==> config.mk <==
export PLATFORM = sky130hd
export DESIGN_NAME = tinyalu_issue_ctrl
export DESIGN_NICKNAME = d
export VERILOG_FILES = /design/src/rtl/tinyalu_issue_ctrl.sv
export SDC_FILE = /design/constraint.sdc
export NUM_CORES = 1
export LEC_CHECK = 0
export CAP_MARGIN = 40
export CORE_UTILIZATION = 55
export CTS_BUF_LIST = sky130_fd_sc_hd__clkbuf_8
export DETAILED_ROUTE_END_ITERATION = 10
export HOLD_SLACK_MARGIN = 0.06
export PLACE_DENSITY = 0.85
export SYNTH_ARGS = -nofsm -noshare
export SYNTH_HDL_FRONTEND = slang
export SYNTH_SLANG_ARGS = --single-unit
==> constraint.sdc <==
create_clock -name clk -period 4.5 [get_ports clk]
set_clock_uncertainty 0.2 [all_clocks]
set_input_delay 1.35 -clock clk [delete_from_list [all_inputs] [get_ports clk]]
set_output_delay 1.35 -clock clk [all_outputs]
set_load 0.05 [all_outputs]
==> src/rtl/tinyalu_issue_ctrl.sv <==
// Issue stage in front of the TinyALU core. Instruction words are buffered in a
// small FIFO, decoded and driven to the ALU over the start/done handshake, and the
// completed instruction is returned on a valid/ready response port. A watchdog
// turns a missing alu_done into an error response.
module tinyalu_issue_ctrl #(
  parameter int unsigned DEPTH   = 4,
  parameter int unsigned TIMEOUT = 16
) (
  input  logic                     clk,
  input  logic                     reset_n,
  input  logic                     in_valid,
  output logic                     in_ready,
  input  logic [18:0]              in_instr,
  output logic [7:0]               alu_A,
  output logic [7:0]               alu_B,
  output logic [2:0]               alu_op,
  output logic                     alu_start,
  input  logic                     alu_done,
  input  logic [15:0]              alu_result,
  output logic                     out_valid,
  input  logic                     out_ready,
  output logic [2:0]               out_op,
  output logic [7:0]               out_A,
  output logic [7:0]               out_B,
  output logic [15:0]              out_result,
  output logic                     out_err,
  output logic                     busy,
  output logic [$clog2(DEPTH):0]   fifo_count
);

  localparam int unsigned AW  = $clog2(DEPTH);
  localparam int unsigned CW  = AW + 1;
  localparam int unsigned WDW = $clog2(TIMEOUT) + 1;

  localparam logic [2:0] OpNop   = 3'b000;
  localparam logic [2:0] OpAdd   = 3'b001;
  localparam logic [2:0] OpAnd   = 3'b010;
  localparam logic [2:0] OpXor   = 3'b011;
  localparam logic [2:0] OpMul   = 3'b100;
  localparam logic [2:0] OpFlush = 3'b111;

  typedef enum logic [1:0] {StIdle, StIssue, StResp} state_e;

  state_e          state_q;
  logic [18:0]     mem_q [DEPTH];
  logic [AW-1:0]   wr_ptr_q, rd_ptr_q;
  logic [CW-1:0]   count_q;
  logic [WDW-1:0]  wd_q;
  logic            issue_q;

  logic [18:0]     head;
  logic [2:0]      head_op;
  logic            push, pop, flush_pop;

  assign head      = mem_q[rd_ptr_q];
  assign head_op   = head[18:16];
  assign pop       = (state_q == StIdle) && (count_q != '0);
  assign flush_pop = pop && (head_op == OpFlush);
  // A full FIFO refuses a push even if a pop frees a slot this cycle.
  assign in_ready  = reset_n && (count_q < CW'(DEPTH)) && !flush_pop;
  assign push      = in_valid && in_ready;

  // Start is dropped combinationally in the cycle done is seen.
  assign alu_start  = issue_q & ~alu_done;
  assign busy       = (state_q != StIdle) || (count_q != '0);
  assign fifo_count = count_q;

  // FIFO storage; contents need no reset since occupancy gates every read.
  always_ff @(posedge clk) begin
    if (push) begin
      mem_q[wr_ptr_q] <= in_instr;
    end
  end

  // FIFO pointers and occupancy; a flush word empties the whole buffer.
  always_ff @(posedge clk) begin
    if (!reset_n) begin
      wr_ptr_q <= '0;
      rd_ptr_q <= '0;
      count_q  <= '0;
    end else if (flush_pop) begin
      rd_ptr_q <= wr_ptr_q;
      count_q  <= '0;
    end else begin
      if (push) wr_ptr_q <= wr_ptr_q + AW'(1);
      if (pop)  rd_ptr_q <= rd_ptr_q + AW'(1);
      count_q <= count_q + CW'(push) - CW'(pop);
    end
  end

  // Issue FSM with registered ALU and response outputs.
  always_ff @(posedge clk) begin
    if (!reset_n) begin
      state_q    <= StIdle;
      issue_q    <= 1'b0;
      wd_q       <= '0;
      alu_A      <= '0;
      alu_B      <= '0;
      alu_op     <= '0;
      out_valid  <= 1'b0;
      out_op     <= '0;
      out_A      <= '0;
      out_B      <= '0;
      out_result <= '0;
      out_err    <= 1'b0;
    end else begin
      case (state_q)
        StIdle: begin
          if (pop && !flush_pop) begin
            out_op <= head_op;
            out_A  <= head[15:8];
            out_B  <= head[7:0];
            case (head_op)
              OpAdd, OpAnd, OpXor, OpMul: begin
                alu_A   <= head[15:8];
                alu_B   <= head[7:0];
                alu_op  <= head_op;
                issue_q <= 1'b1;
                wd_q    <= '0;
                state_q <= StIssue;
              end
              OpNop: begin
                out_result <= '0;
                out_err    <= 1'b0;
                out_valid  <= 1'b1;
                state_q    <= StResp;
              end
              default: begin
                // 101/110 are illegal and bypass the ALU.
                out_result <= '0;
                out_err    <= 1'b1;
                out_valid  <= 1'b1;
                state_q    <= StResp;
              end
            endcase
          end
        end
        StIssue: begin
          if (alu_done) begin
            // Done has priority over a simultaneous timeout.
            out_result <= alu_result;
            out_err    <= 1'b0;
            out_valid  <= 1'b1;
            issue_q    <= 1'b0;
            wd_q       <= '0;
            state_q    <= StResp;
          end else if (wd_q == WDW'(TIMEOUT - 1)) begin
            out_result <= '0;
            out_err    <= 1'b1;
            out_valid  <= 1'b1;
            issue_q    <= 1'b0;
            wd_q       <= '0;
            state_q    <= StResp;
          end else begin
            wd_q <= wd_q + WDW'(1);
          end
        end
        StResp: begin
          if (out_ready) begin
            out_valid <= 1'b0;
            state_q   <= StIdle;
          end
        end
        default: state_q <= StIdle;
      endcase
    end
  end

endmodule

==> metrics.txt <==
status complete, no violations; Initial DRC Count ~340; slowest cell on the critical path clkdlybuf4s50_1; share of cells above drive strength 1 12.5%; Peak Freq between 200 and 250 MHz; post-synthesis adder-cell area fraction 1.76%; Max Slew Vio Count 0; Comb pwr share a little under half; HPWL after DPL just over 9000 um; setup tns final 0 ns; vias in the first global route between 4000 and 5000; multiplexer area fraction after synthesis under 10%; Primary FF master, synth edfxtp_1; max incr delay on CP between 0.5 and 0.6 ns; fraction of registers with async set/reset 0%; gp weighted congestion just under 0.8; CP Cell Sequence clkdlybuf4s50_1 > o21ai_0 > nor2_1 > buf_12; Peak VDD IR about 0.00034 V; worst hold slack about 0.26 ns; most instantiated cells after synthesis edfxtp_1, dfxtp_1, a21oi_1, o21ai_0, inv_1; Via Count between 4000 and 5000; simple-gate share of the synthesized area approximately 7.9%; XOR/XNOR Fraction of Synth Area less than 1%; Area growth, synth to finish 24.9%; Critical Path Fanout Max 4; max cap viols 0; cell taking the most area after synthesis edfxtp_1; Setup CP Type input port to output port; Sw Ratio 44.5%; WP data arrival roughly 2.5 ns; Post-synth EDFFs 76; Rows 38; Slew headroom 53.8%; clk sink count around 150; Crit path max-delay family buffers and inverters; clock share of power between 10% and 20%; Slew @ Worst Pin 0.693 ns; die height ~110 um; # DRC 0; most frequent cell after synthesis edfxtp_1; final worst path period need 4.02 ns; drt wl/cell between 15 and 20 um; DRT antenna net count 0; largest net degree at the start of global routing 42; syn avg cell area ~13 sq um; Syn Inst Count 484; DIE AREA between 10000 and 15000 sq um; PwrDens slightly above 700 nW/um^2; CTS tree done; Total Nets Final 627; final cycle utilization of the critical path around nine tenths; largest family of logic cells by synthesized area compound AO/OA/AOI/OAI gates; Post-Syn Nets approximately 530; via/cell ratio between 6 and 7; post-cts repair resize count 0; htree depth 4; Starting Density 56.2%; complex-gate fraction of the synthesized area between 10% and 20%; post-synthesis sequential area ratio between 60% and 70%; die width between 100 and 150 um; Post-CTS Hold Buffers 0; CTS root buffer clkbuf_8; clock slew at reported path FFs ~0.08 ns; PortBufs roughly 100; RSZ-0062 raised after global routing no; sw power about 2.4 mW; gr ovfl total 0; WL final between 10000 and 15000 um; FF+latch count, synth ~150; CTS max path bufs 2; worst skew pair latency roughly 0.44 ns; Buffers & Inverters on Critical Path 2; top cells by area, synth edfxtp_1, dfxtp_1, mux4_2, a21oi_1, o21ai_0; initial antenna violation count 0; n_diodes 0; Critical Path RT slightly below 3 ns; setup bufs post-CTS 0; Crit. End Element output port; IO Pins ~100; count of final setup violators 0; crit start category input port; final hold vios 0; CTS Buf Count 17; synth unique cells between 50 and 60; first-pass GRT wire length roughly 21000 um; Pint ~3 mW; Mapped Area ~6100 sq um; All-Layer GR Usage about a quarter; hold crit path type flip-flop to flip-flop; TritonRoute pass-1 iters 5; Pleak approximately 2.5 nW; Ys Warns 0; sequential share of power approximately a third; top-area cell type share of the netlist area 37.4%; Core Box Area approximately 11000 sq um
cell type report:
cell class                      count  area, sq um
Multi-Input combinational cell    268         2060
Timing Repair Buffer              114         1130
Clock inverter                     15          164
Fill cell                         739         3230
Clock buffer                       17          234
Tap cell                          140          175
Inverter                           29          109
Sequential cell                   149         3740
flip-flops by register name, indices dropped and copies added, names as in the netlist, 2 cells and up, named ones only:
signal	cells
wr_ptr_q	2
alu_A	8
fifo_count	3
mem_q	76
alu_B	8
out_op	3
state_q	2
out_result	16
wd_q	5
rd_ptr_q	2
out_B	8
alu_op	3
out_A	8
layout by cell type, fill, tap and decap left out, drive strengths merged, types with 5 or more instances in the layout:
| cell | count |
|---|---|
| clkbuf | 17 |
| clkdlybuf4s50 | 99 |
| o31ai | 18 |
| a31oi | 6 |
| nand3 | 20 |
| nand2 | 12 |
| nor3 | 8 |
| edfxtp | 76 |
| dfxtp | 73 |
| a32oi | 16 |
| and2 | 5 |
| a21oi | 41 |
| buf | 15 |
| nor2 | 13 |
| mux4 | 19 |
| inv | 37 |
| ha | 7 |
| o21ai | 41 |
| nand4 | 16 |
power groups by stage:
| stage | Clock [mW] | Combinational, mW | Sequential (mW) |
|---|---|---|---|
| floorplan | 0 | 1.26 | 2.47 |
| global placement | 0 | 2.48 | 1.90 |
| detailed placement | 0 | 2.53 | 1.91 |
| CTS | 1.04 | 2.55 | 1.88 |
| global route | 1.10 | 2.72 | 1.91 |
| finish | 1.02 | 2.56 | 1.88 |
logic make-up (layout without fill, tap and decap cells):
group	count (synthesis)	count (layout)
XOR/XNOR	5	5
AND/OR/NAND/NOR	90	90
AO/OA/AOI/OAI	143	143
flip-flops	149	149
adder cells (fa/ha/maj)	8	8
buffers and inverters	67	175
multiplexers	22	22
worst paths after layout:
check | start | end | slack (ns) | cells past startpoint
worst max-delay path | reset_n | in_ready | 0.48 | 4
worst min-delay path | wd_q[4] | wd_q[4] | 0.26 | 1
worst max register to register | flip-flop | fifo_count[2] | 0.74 | 12
worst min register to register | wd_q[4] | wd_q[4] | 0.26 | 1
per-stage QoR:
step           std cells  setup slack, ns  cell area [sq um]  power (mW)  util (%)
5_1_grt              732            0.423               7610        5.74      70.2
4_1_cts              732            0.475               7610        5.47      70.2
2_1_floorplan        484            0.440               6100        3.73         -
3_5_place_dp         700            0.345               7220        4.44      66.6
6_report             732            0.483               7610        5.46      70.2
3_3_place_gp         700            0.442               7220        4.38      66.6
per-layer routing:
| metal | track usage (%) | wire length [um] | vias to the layer above |
|---|---|---|---|
| met2 | 41.8 | 6960 | 205 |
| met3 | 6.17 | 1070 | 14 |
| met4 | 7.24 | 119 | 0 |
| met5 | 0 | 0 | - |
| li1 | - | - | 2052 |
| met1 | 31.1 | 5420 | 2137 |
Note: power is estimated with default switching activity, not from simulation.
